[config.mk]
export PLATFORM = sky130hd
export DESIGN_NAME = control_mem_vec_flat
export DESIGN_NICKNAME = d
export VERILOG_FILES = /design/src/rtl/control_mem_vec_if.sv /design/src/rtl/control_mem_vec.sv /design/src/flat_wrapper.sv
export SDC_FILE = /design/constraint.sdc
export NUM_CORES = 1
export LEC_CHECK = 0
export BUFFER_PORTS_ARGS = -buffer_cell sky130_fd_sc_hd__buf_2
export CAP_MARGIN = 0
export CORE_ASPECT_RATIO = 0.6
export CORE_MARGIN = 4
export CORE_UTILIZATION = 50
export CTS_BUF_LIST = sky130_fd_sc_hd__clkbuf_4
export CTS_CLUSTER_DIAMETER = 100
export DETAILED_ROUTE_END_ITERATION = 10
export GPL_TIMING_DRIVEN = 0
export PLACE_DENSITY_LB_ADDON = 0.25
export SETUP_SLACK_MARGIN = 0.15
export SYNTH_ARGS = -nofsm -noshare
export SYNTH_HDL_FRONTEND = slang
export SYNTH_SLANG_ARGS = --single-unit
[constraint.sdc]
create_clock -name clk -period 6.4 [get_ports clk]
set_input_delay 1.28 -clock clk [delete_from_list [all_inputs] [get_ports clk]]
set_output_delay 1.28 -clock clk [all_outputs]
set_load 0.03 [all_outputs]
[src/rtl/control_mem_vec_if.sv]
// Handshake/bus bundle between the EX/MEM requester and the MEM-stage sequencer.
// The master side issues memory instructions; the slave side walks the elements.
interface control_mem_vec_if #(
  parameter int CNT_W = 32
);
  logic             start;
  logic [1:0]       op;
  logic [7:0]       inmediate_in;
  logic [CNT_W-1:0] final_mem;
  logic             src_sel;
  logic [31:0]      dir_mem;
  logic             mem_wr;
  logic             sel_data;
  logic             stall;
  logic             wb_valid;
  logic [CNT_W-1:0] wb_idx;
  logic             done;

  modport master (
    output start, op, inmediate_in, final_mem, src_sel,
    input  dir_mem, mem_wr, sel_data, stall, wb_valid, wb_idx, done
  );

  modport slave (
    input  start, op, inmediate_in, final_mem, src_sel,
    output dir_mem, mem_wr, sel_data, stall, wb_valid, wb_idx, done
  );
endinterface

[src/rtl/control_mem_vec.sv]
// MEM-stage sequencer: walks element addresses for scalar/vector loads and stores,
// tags registered load returns with their element index and stalls upstream.
module control_mem_vec #(
  parameter int ADDR_W = 8,
  parameter int CNT_W  = 32
) (
  input  logic             clk,
  input  logic             reset,
  control_mem_vec_if.slave bus
);

  if (ADDR_W > 32) begin : g_addr_w_check
    $error("ADDR_W must not exceed the 32-bit dir_mem width");
  end

  typedef enum logic [1:0] {
    IDLE   = 2'd0,
    ACCESS = 2'd1,
    DRAIN  = 2'd2
  } state_t;

  state_t           state_r;
  logic             is_store_r;
  logic [7:0]       base_r;
  logic [CNT_W-1:0] end_r;
  logic [CNT_W-1:0] idx_r;
  logic [31:0]      dir_mem_r;
  logic             mem_wr_r;
  logic             sel_data_r;
  logic             stall_r;
  logic             wb_valid_r;
  logic [CNT_W-1:0] wb_idx_r;
  logic             done_r;

  // Full 32-bit sum; the RAM itself only decodes the low ADDR_W bits, so it wraps there.
  function automatic logic [31:0] elem_addr(input logic [7:0] base, input logic [CNT_W-1:0] idx);
    return {24'd0, base} + 32'(idx);
  endfunction

  // Sequencer state and all registered outputs, updated together so outputs track state.
  always_ff @(posedge clk or posedge reset) begin
    if (reset) begin
      state_r    <= IDLE;
      is_store_r <= 1'b0;
      base_r     <= 8'd0;
      end_r      <= '0;
      idx_r      <= '0;
      dir_mem_r  <= 32'd0;
      mem_wr_r   <= 1'b0;
      sel_data_r <= 1'b0;
      stall_r    <= 1'b0;
      wb_valid_r <= 1'b0;
      wb_idx_r   <= '0;
      done_r     <= 1'b0;
    end else begin
      done_r <= 1'b0;
      case (state_r)
        ACCESS: begin
          // Registered RAM read: this cycle's load element shows up next cycle.
          wb_valid_r <= ~is_store_r;
          wb_idx_r   <= is_store_r ? '0 : idx_r;
          if (idx_r == end_r) begin
            state_r    <= DRAIN;
            dir_mem_r  <= 32'd0;
            mem_wr_r   <= 1'b0;
            sel_data_r <= 1'b0;
            stall_r    <= 1'b0;
            done_r     <= 1'b1;
          end else begin
            idx_r     <= idx_r + CNT_W'(1);
            dir_mem_r <= elem_addr(base_r, idx_r + CNT_W'(1));
          end
        end
        IDLE, DRAIN: begin
          wb_valid_r <= 1'b0;
          wb_idx_r   <= '0;
          idx_r      <= '0;
          if (bus.start) begin
            state_r    <= ACCESS;
            is_store_r <= bus.op[0];
            base_r     <= bus.inmediate_in;
            end_r      <= bus.op[1] ? bus.final_mem : '0;
            dir_mem_r  <= {24'd0, bus.inmediate_in};
            mem_wr_r   <= bus.op[0];
            sel_data_r <= bus.src_sel;
            stall_r    <= 1'b1;
          end else begin
            state_r    <= IDLE;
            dir_mem_r  <= 32'd0;
            mem_wr_r   <= 1'b0;
            sel_data_r <= 1'b0;
            stall_r    <= 1'b0;
          end
        end
        default: begin
          state_r    <= IDLE;
          idx_r      <= '0;
          dir_mem_r  <= 32'd0;
          mem_wr_r   <= 1'b0;
          sel_data_r <= 1'b0;
          stall_r    <= 1'b0;
          wb_valid_r <= 1'b0;
          wb_idx_r   <= '0;
        end
      endcase
    end
  end

  assign bus.dir_mem  = dir_mem_r;
  assign bus.mem_wr   = mem_wr_r;
  assign bus.sel_data = sel_data_r;
  assign bus.stall    = stall_r;
  assign bus.wb_valid = wb_valid_r;
  assign bus.wb_idx   = wb_idx_r;
  assign bus.done     = done_r;

endmodule

[src/flat_wrapper.sv]
// flat-port wrapper written by rule: the top's interface ports become plain ports
module control_mem_vec_flat 
#(
  parameter int ADDR_W = 8,
  parameter int CNT_W  = 32
)
  (clk, reset, bus_start, bus_op, bus_inmediate_in, bus_final_mem, bus_src_sel, bus_dir_mem, bus_mem_wr, bus_sel_data, bus_stall, bus_wb_valid, bus_wb_idx, bus_done);
  control_mem_vec_if #(.CNT_W(CNT_W)) bus_i ();
  input  logic clk;
  input  logic reset;
  input wire logic [$bits(bus_i.start)-1:0] bus_start;
  input wire logic [$bits(bus_i.op)-1:0] bus_op;
  input wire logic [$bits(bus_i.inmediate_in)-1:0] bus_inmediate_in;
  input wire logic [$bits(bus_i.final_mem)-1:0] bus_final_mem;
  input wire logic [$bits(bus_i.src_sel)-1:0] bus_src_sel;
  output wire logic [$bits(bus_i.dir_mem)-1:0] bus_dir_mem;
  output wire logic [$bits(bus_i.mem_wr)-1:0] bus_mem_wr;
  output wire logic [$bits(bus_i.sel_data)-1:0] bus_sel_data;
  output wire logic [$bits(bus_i.stall)-1:0] bus_stall;
  output wire logic [$bits(bus_i.wb_valid)-1:0] bus_wb_valid;
  output wire logic [$bits(bus_i.wb_idx)-1:0] bus_wb_idx;
  output wire logic [$bits(bus_i.done)-1:0] bus_done;
  assign bus_i.start = bus_start;
  assign bus_i.op = bus_op;
  assign bus_i.inmediate_in = bus_inmediate_in;
  assign bus_i.final_mem = bus_final_mem;
  assign bus_i.src_sel = bus_src_sel;
  assign bus_dir_mem = bus_i.dir_mem;
  assign bus_mem_wr = bus_i.mem_wr;
  assign bus_sel_data = bus_i.sel_data;
  assign bus_stall = bus_i.stall;
  assign bus_wb_valid = bus_i.wb_valid;
  assign bus_wb_idx = bus_i.wb_idx;
  assign bus_done = bus_i.done;
  control_mem_vec #(.ADDR_W(ADDR_W), .CNT_W(CNT_W)) u_core (.clk(clk), .reset(reset), .bus(bus_i));
endmodule
==> flow_metrics.tcl, run 1 <==
set metrics [dict create \
    postCtsHoldBufs 0 \
    synth-main-ff-cell "dfrtp_1" \
    intPower_uw 1850 \
    synth_nets 858 \
    cts_setup_buffers 0 \
    dieWidth_um 166 \
    grt_pass1_vias 5859 \
    setup_tns_ns 0 \
    async_reset_ff_share_pct 100 \
    grt_util_all_layers_pct 23.8 \
    required_ns 6.85 \
    clock_power_share_pct 20.5 \
    grt_overflow_total 0 \
    instances_no_fill 1144 \
    ctsResizeCount 0 \
    vias 6254 \
    clockRootBuffer "clkbuf_4" \
    coreArea_mm2 0.0146 \
    worst-path-max-fanout 10 \
    setup_violations 0 \
    antenna_cells 0 \
    clkTransAtPathRegs_ns 0.14 \
    grt_pass1_wl_um 31700 \
    crit_slowest_cell "a222oi_1" \
    cp_num_buf_inv 2 \
    finalPower_uw 3130 \
    dp_hpwl_um 15300 \
    die_area_mm2 0.0171 \
    route.detailed.drc 0 \
    fin_worst_skew_ns 0.0256 \
    synth_area_mm2 0.00750 \
    cts-buffers-inserted 17 \
    drv_cap 0 \
    start_util_pct 51.4 \
    wire_per_inst_um 17.4 \
    h-tree-depth 4 \
    cp-start-kind "register" \
    fillCellCount 1308 \
    clockBufferDepth 2 \
    ir_worst_vdd_v 0.000158 \
    synthDistinctLibCells 60 \
    layout_commonest_cell "dfrtp_1" \
    status "finished clean" \
    avgSynthCellArea_um2 9.38 \
    rows 34 \
    final_cell_area_mm2 0.00866 \
    drive_gt1_share_pct 19.1 \
    routed_wl_um 19900 \
    synth-seq-cells 143 \
    clock_latency_ns 0.56 \
    port_buffers 114 \
    synthesis.instances 799 \
    first_pass_iters 5 \
    yosysSeqAreaShare_pct 47.7 \
    grt_start_max_net_pins 83 \
    syn2layout_area_growth_pct 15.6 \
    p_seq_share_pct 40.3 \
    fmax_mhz 229 \
    p_comb_share_pct 39.2 \
    cts_tree "yes" \
    hold_viol 0 \
    synth_area_leaders "dfrtp_1 48%, xnor2_1 9.9%, nand2_1 6.2%" \
    slowest_delay_ns 0.59 \
    hold_slack_ns 0.507 \
    final.min_clock_period_ns 4.36 \
    grt_antenna_before_repair 0 \
    synth_top_cell_area_share_pct 47.7 \
    worst_pin_slew_ns 1.18 \
    layout.nets 992 \
    cts_sinks 143 \
    dp.cells 1112 \
    power.density_mw_per_mm2 362 \
    die_y_um 103 \
    viasPerCell 5.47 \
    synth-edff-count 0 \
    switching_share_pct 40.9 \
    report.final.slew_viol_count 0 \
    slew_headroom_pct 20.7 \
    io_pins 115 \
    critPathKind "register to register" \
    synth_top_cell_by_area "dfrtp_1" \
    hold_class "register to register" \
    post-route-period-util_pct 68.1 \
    gp_congestion 0.946 \
    crit_chain "ha_1, clkbuf_1, nand3_1, xnor2_1, ha_1, and3_1, a221oi_1, a222oi_1, and3_1, buf_2, nand4_1, nor4b_1, mux2_1" \
    critPathTopFamily "simple AND/OR/NAND/NOR gates" \
    p_leak_uw 0.00417 \
    rsz0062_at_grt "no" \
    ys_warn_count 0 \
    dr.first_iter.drc_count 711 \
    most-common-layout-cells "143 x dfrtp_1, 124 x nand2_1, 124 x buf_2" \
    cp-end-kind "register" \
    ant_nets 0 \
    post_dp_cell_area_mm2 0.00835 \
    p_sw_uw 1280 \
    worstPathArrival_ns 4.81 \
]
==> worst register-to-register path: stages, from the launching register on <==
cell and delay, ns:
dfrtp_1 0.53, ha_1 0.22, clkbuf_1 0.43, nand3_1 0.18
xnor2_1 0.16, ha_1 0.38, and3_1 0.19, a221oi_1 0.16
a222oi_1 0.59, and3_1 0.23, buf_2 0.20, nand4_1 0.25
nor4b_1 0.37, mux2_1 0.35
==> path summary, 6_finish.rpt <==
check / startpoint / to / slack (ns) / depth (start not counted)
min: u_core.base_r[2] / u_core.base_r[2] / 0.51 / 2
max in group asynchronous: reset / u_core.end_r[12] / 4.84 / 3
min reg2reg: u_core.base_r[2] / u_core.base_r[2] / 0.51 / 2
min in group asynchronous: reset / u_core.bus.wb_idx[3] / 0.75 / 2
max reg2reg: u_core.idx_r[1] / u_core.bus.dir_mem[27] / 2.04 / 13
max: u_core.idx_r[1] / u_core.bus.dir_mem[27] / 2.04 / 13
==> metrics by stage <==
| stage | util (%) | setup slack, ns |
|---|---|---|
| after global routing | 59.4 | 1.80 |
| final | 59.4 | 2.04 |
| after detailed placement | 57.2 | 2.17 |
| after floorplan | - | 1.28 |
| after CTS | 59.4 | 2.15 |
| after global placement | 57.0 | -0.222 |
==> state kept, by name (all words and copies together), names as in the netlist <==
register             flops
u_core.bus.wb_idx       32
u_core.base_r            8
u_core.end_r            32
u_core.is_store_r        1
u_core.state_r           2
u_core.bus.dir_mem      32
u_core.bus.wb_valid      1
u_core.idx_r            32
u_core.bus.done          1
u_core.bus.mem_wr        1
u_core.bus.sel_data      1
==> cell type report <==
class                           count  area (um^2)  share of cell area (%)
Clock inverter                     14          180                    2.08
Clock buffer                       18          135                    1.56
Buffer                             58          283                    3.26
Tap cell                          198          248                    2.86
Sequential cell                   143         3580                    41.3
Multi-Input combinational cell    587         3590                    41.5
Timing Repair Buffer              115          598                    6.90
Inverter                           11         46.3                   0.534
==> cell families after synthesis <==
kind of cell | share of synthesized area (%)
AND/OR/NAND/NOR | 26.4
flip-flops | 47.7
XOR/XNOR | 11.6
AO/OA/AOI/OAI | 7.13
buffers and inverters | 4.32
adder cells (fa/ha/maj) | 2.27
multiplexers | 0.551
==> power by group through the flow <==
stage	registers [uW]	clock network [uW]	logic (uW)
finish	1260	643	1230
detailed placement	1280	0	1220
floorplan	1350	0	787
global route	1280	696	1370
global placement	1280	0	1210
CTS	1260	655	1220
==> metal layers <==
metal	GRT usage, %	wire, um
met2	32.5	7720
met4	5.45	227
met3	5.82	2100
met1	37.9	9860
met5	0	0
==> cell usage after synthesis, drive strengths merged, types with 11 or more instances <==
library cell / instances
dfrtp: 143
nand2: 124
xnor2: 85
nor2: 67
nand3: 49
and2: 34
clkbuf: 34
nor3: 31
nand4: 30
buf: 24
o21ai: 22
a21oi: 17
xor2: 14
or4: 13
ha: 12
inv: 11
(Power assumes the default switching activity.)
==> inputs of run 2 (changes only) <==
==> constraint.sdc (replaced) <==
create_clock -name clk -period 4.5 [get_ports clk]
set_input_delay 0.9 -clock clk [delete_from_list [all_inputs] [get_ports clk]]
set_output_delay 0.9 -clock clk [all_outputs]
set_load 0.03 [all_outputs]
==> run 2 against run 1 <==
Combinational power rose by 43%. Non-clock buffer count up 4. Worst setup slack got worse by 1.6 ns. Final cell count grew 0.44%. Wire length grew 1.0%. Power up 44%. Clock power up 48%. Critical path depth did not move. Hold slack got worse by 0.14 ns. Clock skew fell by 0.0015 ns. First-iteration DRC count is 2.8% lower. Critical endpoint unchanged. Largest power group unchanged. Highest routed layer unchanged.
==> flow_metrics.tcl, run 2 (synthesized netlist as in run 1, its figures left out) <==
set metrics [dict create \
    status "finished clean" \
    coreArea_mm2 0.0146 \
    gp_congestion 0.931 \
    r2r-start "u_core.idx_r[1]" \
    cp-end-kind "register" \
    post_dp_cell_area_mm2 0.00838 \
    dr.first_iter.drc_count 691 \
    report.final.slew_viol_count 0 \
    wire_per_inst_um 17.5 \
    clkTransAtPathRegs_ns 0.13 \
    layout_commonest_cell "dfrtp_1" \
    worstPathArrival_ns 4.46 \
    crit_path_end "u_core.bus.dir_mem[27]" \
    critPathKind "register to register" \
    clockRootBuffer "clkbuf_4" \
    hold_class "input pin to asynchronous set/reset pin" \
    power.density_mw_per_mm2 517 \
    cts_sinks 143 \
    worst-path-max-fanout 10 \
    fillCellCount 1295 \
    slew_headroom_pct 15.1 \
    worst_r2r_endpoint "u_core.bus.dir_mem[27]" \
    post-route-period-util_pct 89.7 \
    grt_overflow_total 0 \
    setup_tns_ns 0 \
    setup_violations 0 \
    final_cell_area_mm2 0.00873 \
    intPower_uw 2680 \
    worst_pin_slew_ns 1.26 \
    rows 34 \
    switching_share_pct 40.5 \
    crit_path_start "u_core.idx_r[1]" \
    die_y_um 103 \
    port_buffers 114 \
    clockBufferDepth 2 \
    final.min_clock_period_ns 4.04 \
    p_leak_uw 0.00421 \
    hold_viol 0 \
    dieWidth_um 166 \
    cts_tree "yes" \
    drive_gt1_share_pct 19.6 \
    drv_cap 0 \
    syn2layout_area_growth_pct 16.4 \
    grt_antenna_before_repair 1 \
    cp-start-kind "register" \
    grt_start_max_net_pins 43 \
    dp_hpwl_um 15500 \
    reg2reg_depth 13 \
    ir_worst_vdd_v 0.000226 \
    routed_wl_um 20100 \
    rsz0062_at_grt "no" \
    grt_util_all_layers_pct 24.1 \
    layout.nets 996 \
    p_seq_share_pct 39.9 \
    most-common-layout-cells "143 x dfrtp_1, 124 x nand2_1, 124 x buf_2" \
    required_ns 4.93 \
    dp_slack_ns 0.272 \
    fin_ws_ns 0.465 \
    grt_pass1_wl_um 32200 \
    vias 6314 \
    final_util_pct 59.8 \
    route.detailed.drc 0 \
    p_comb_share_pct 39.0 \
    h-tree-depth 4 \
    fmax_mhz 248 \
    ant_nets 0 \
    clock_latency_ns 0.55 \
    fin_worst_skew_ns 0.0242 \
    io_pins 115 \
    viasPerCell 5.50 \
    start_util_pct 51.4 \
    p_sw_uw 1830 \
    first_pass_iters 8 \
    grt_pass1_vias 5963 \
    cts-buffers-inserted 17 \
    die_area_mm2 0.0171 \
    r2r_slack_ns 0.46 \
    clock_power_share_pct 21.1 \
]
## run 2: cell count changes in the layout (fill, tap and decap cells not counted)
cell       previous run  this run
buf_12                0         3
buf_4                 8        10
clkinv_2              0         2
buf_16                1         0
bufinv_16             3         4
clkbuf_1             34        33
clkbuf_2              0         1
clkbuf_4             18        17
clkinv_4              1         0
diode_2               0         1
inv_6                 6         5
## run 2: power groups by stage
stage	combinational [uW]	sequential [uW]	clock [uW]
final	1760	1800	951
after global routing	1980	1830	1030
after CTS	1750	1800	971
after detailed placement	1740	1830	0
after global placement	1720	1820	0
after floorplan	1120	1920	0
## run 2: area by class of cell
class	count	area (um^2)	area share (%)
multi-input combinational	587	3590	41.2
sequential	143	3580	41.0
timing repair buffer	119	646	7.40
buffer	58	284	3.25
tap	198	248	2.84
clock inverter	15	204	2.34
clock buffer	17	128	1.46
inverter	11	45.0	0.516
antenna	1	2.50	0.0287
## run 2: layer usage
| metal | up-vias | global-route usage (%) | wire length (um) |
|---|---|---|---|
| li1 | 3006 | - | - |
| met1 | 2955 | 37.5 | 9780 |
| met2 | 328 | 33.3 | 7810 |
| met3 | 25 | 6.63 | 2210 |
| met4 | 0 | 5.83 | 314 |
| met5 | - | 0 | 0 |
## run 2: worst max-delay path, cell delays in order, from the launching register on
cell      delay (ns)
dfrtp_1         0.54
ha_1            0.22
clkbuf_2        0.27
nand3_1         0.13
xnor2_1         0.14
ha_1            0.38
and3_1          0.18
a221oi_1        0.16
a222oi_1        0.53
and3_1          0.21
buf_2           0.20
nand4_1         0.25
nor4b_1         0.35
mux2_1          0.35
## run 2: worst min-delay path by stage
stage,from,endpoint,slack [ns],depth (start not counted)
2_1_floorplan,u_core.base_r[0],u_core.base_r[0],0.45,2
3_3_place_gp,u_core.base_r[0],u_core.base_r[0],0.47,2
3_5_place_dp,u_core.base_r[2],u_core.base_r[2],0.48,2
4_1_cts,reset,u_core.bus.wb_idx[3],0.35,2
5_1_grt,reset,u_core.bus.wb_idx[7],0.38,2
6_report,reset,u_core.bus.wb_idx[3],0.37,2
## run 2: stage by stage
| stage | instances | hold WS, ns | power, uW |
|---|---|---|---|
| floorplan | 799 | 0.450 | 3040 |
| global placement | 1111 | 0.470 | 3540 |
| detailed placement | 1114 | 0.475 | 3570 |
| CTS | 1146 | 0.349 | 4520 |
| global route | 1149 | 0.378 | 4840 |
| finish | 1149 | 0.367 | 4510 |
## run 2: timing repair
item / in CTS / in global routing
setup endpoints to repair: 0 / 7
hold buffers: 0 / 0
setup buffers: 0 / 2
gates resized for setup: 0 / 2
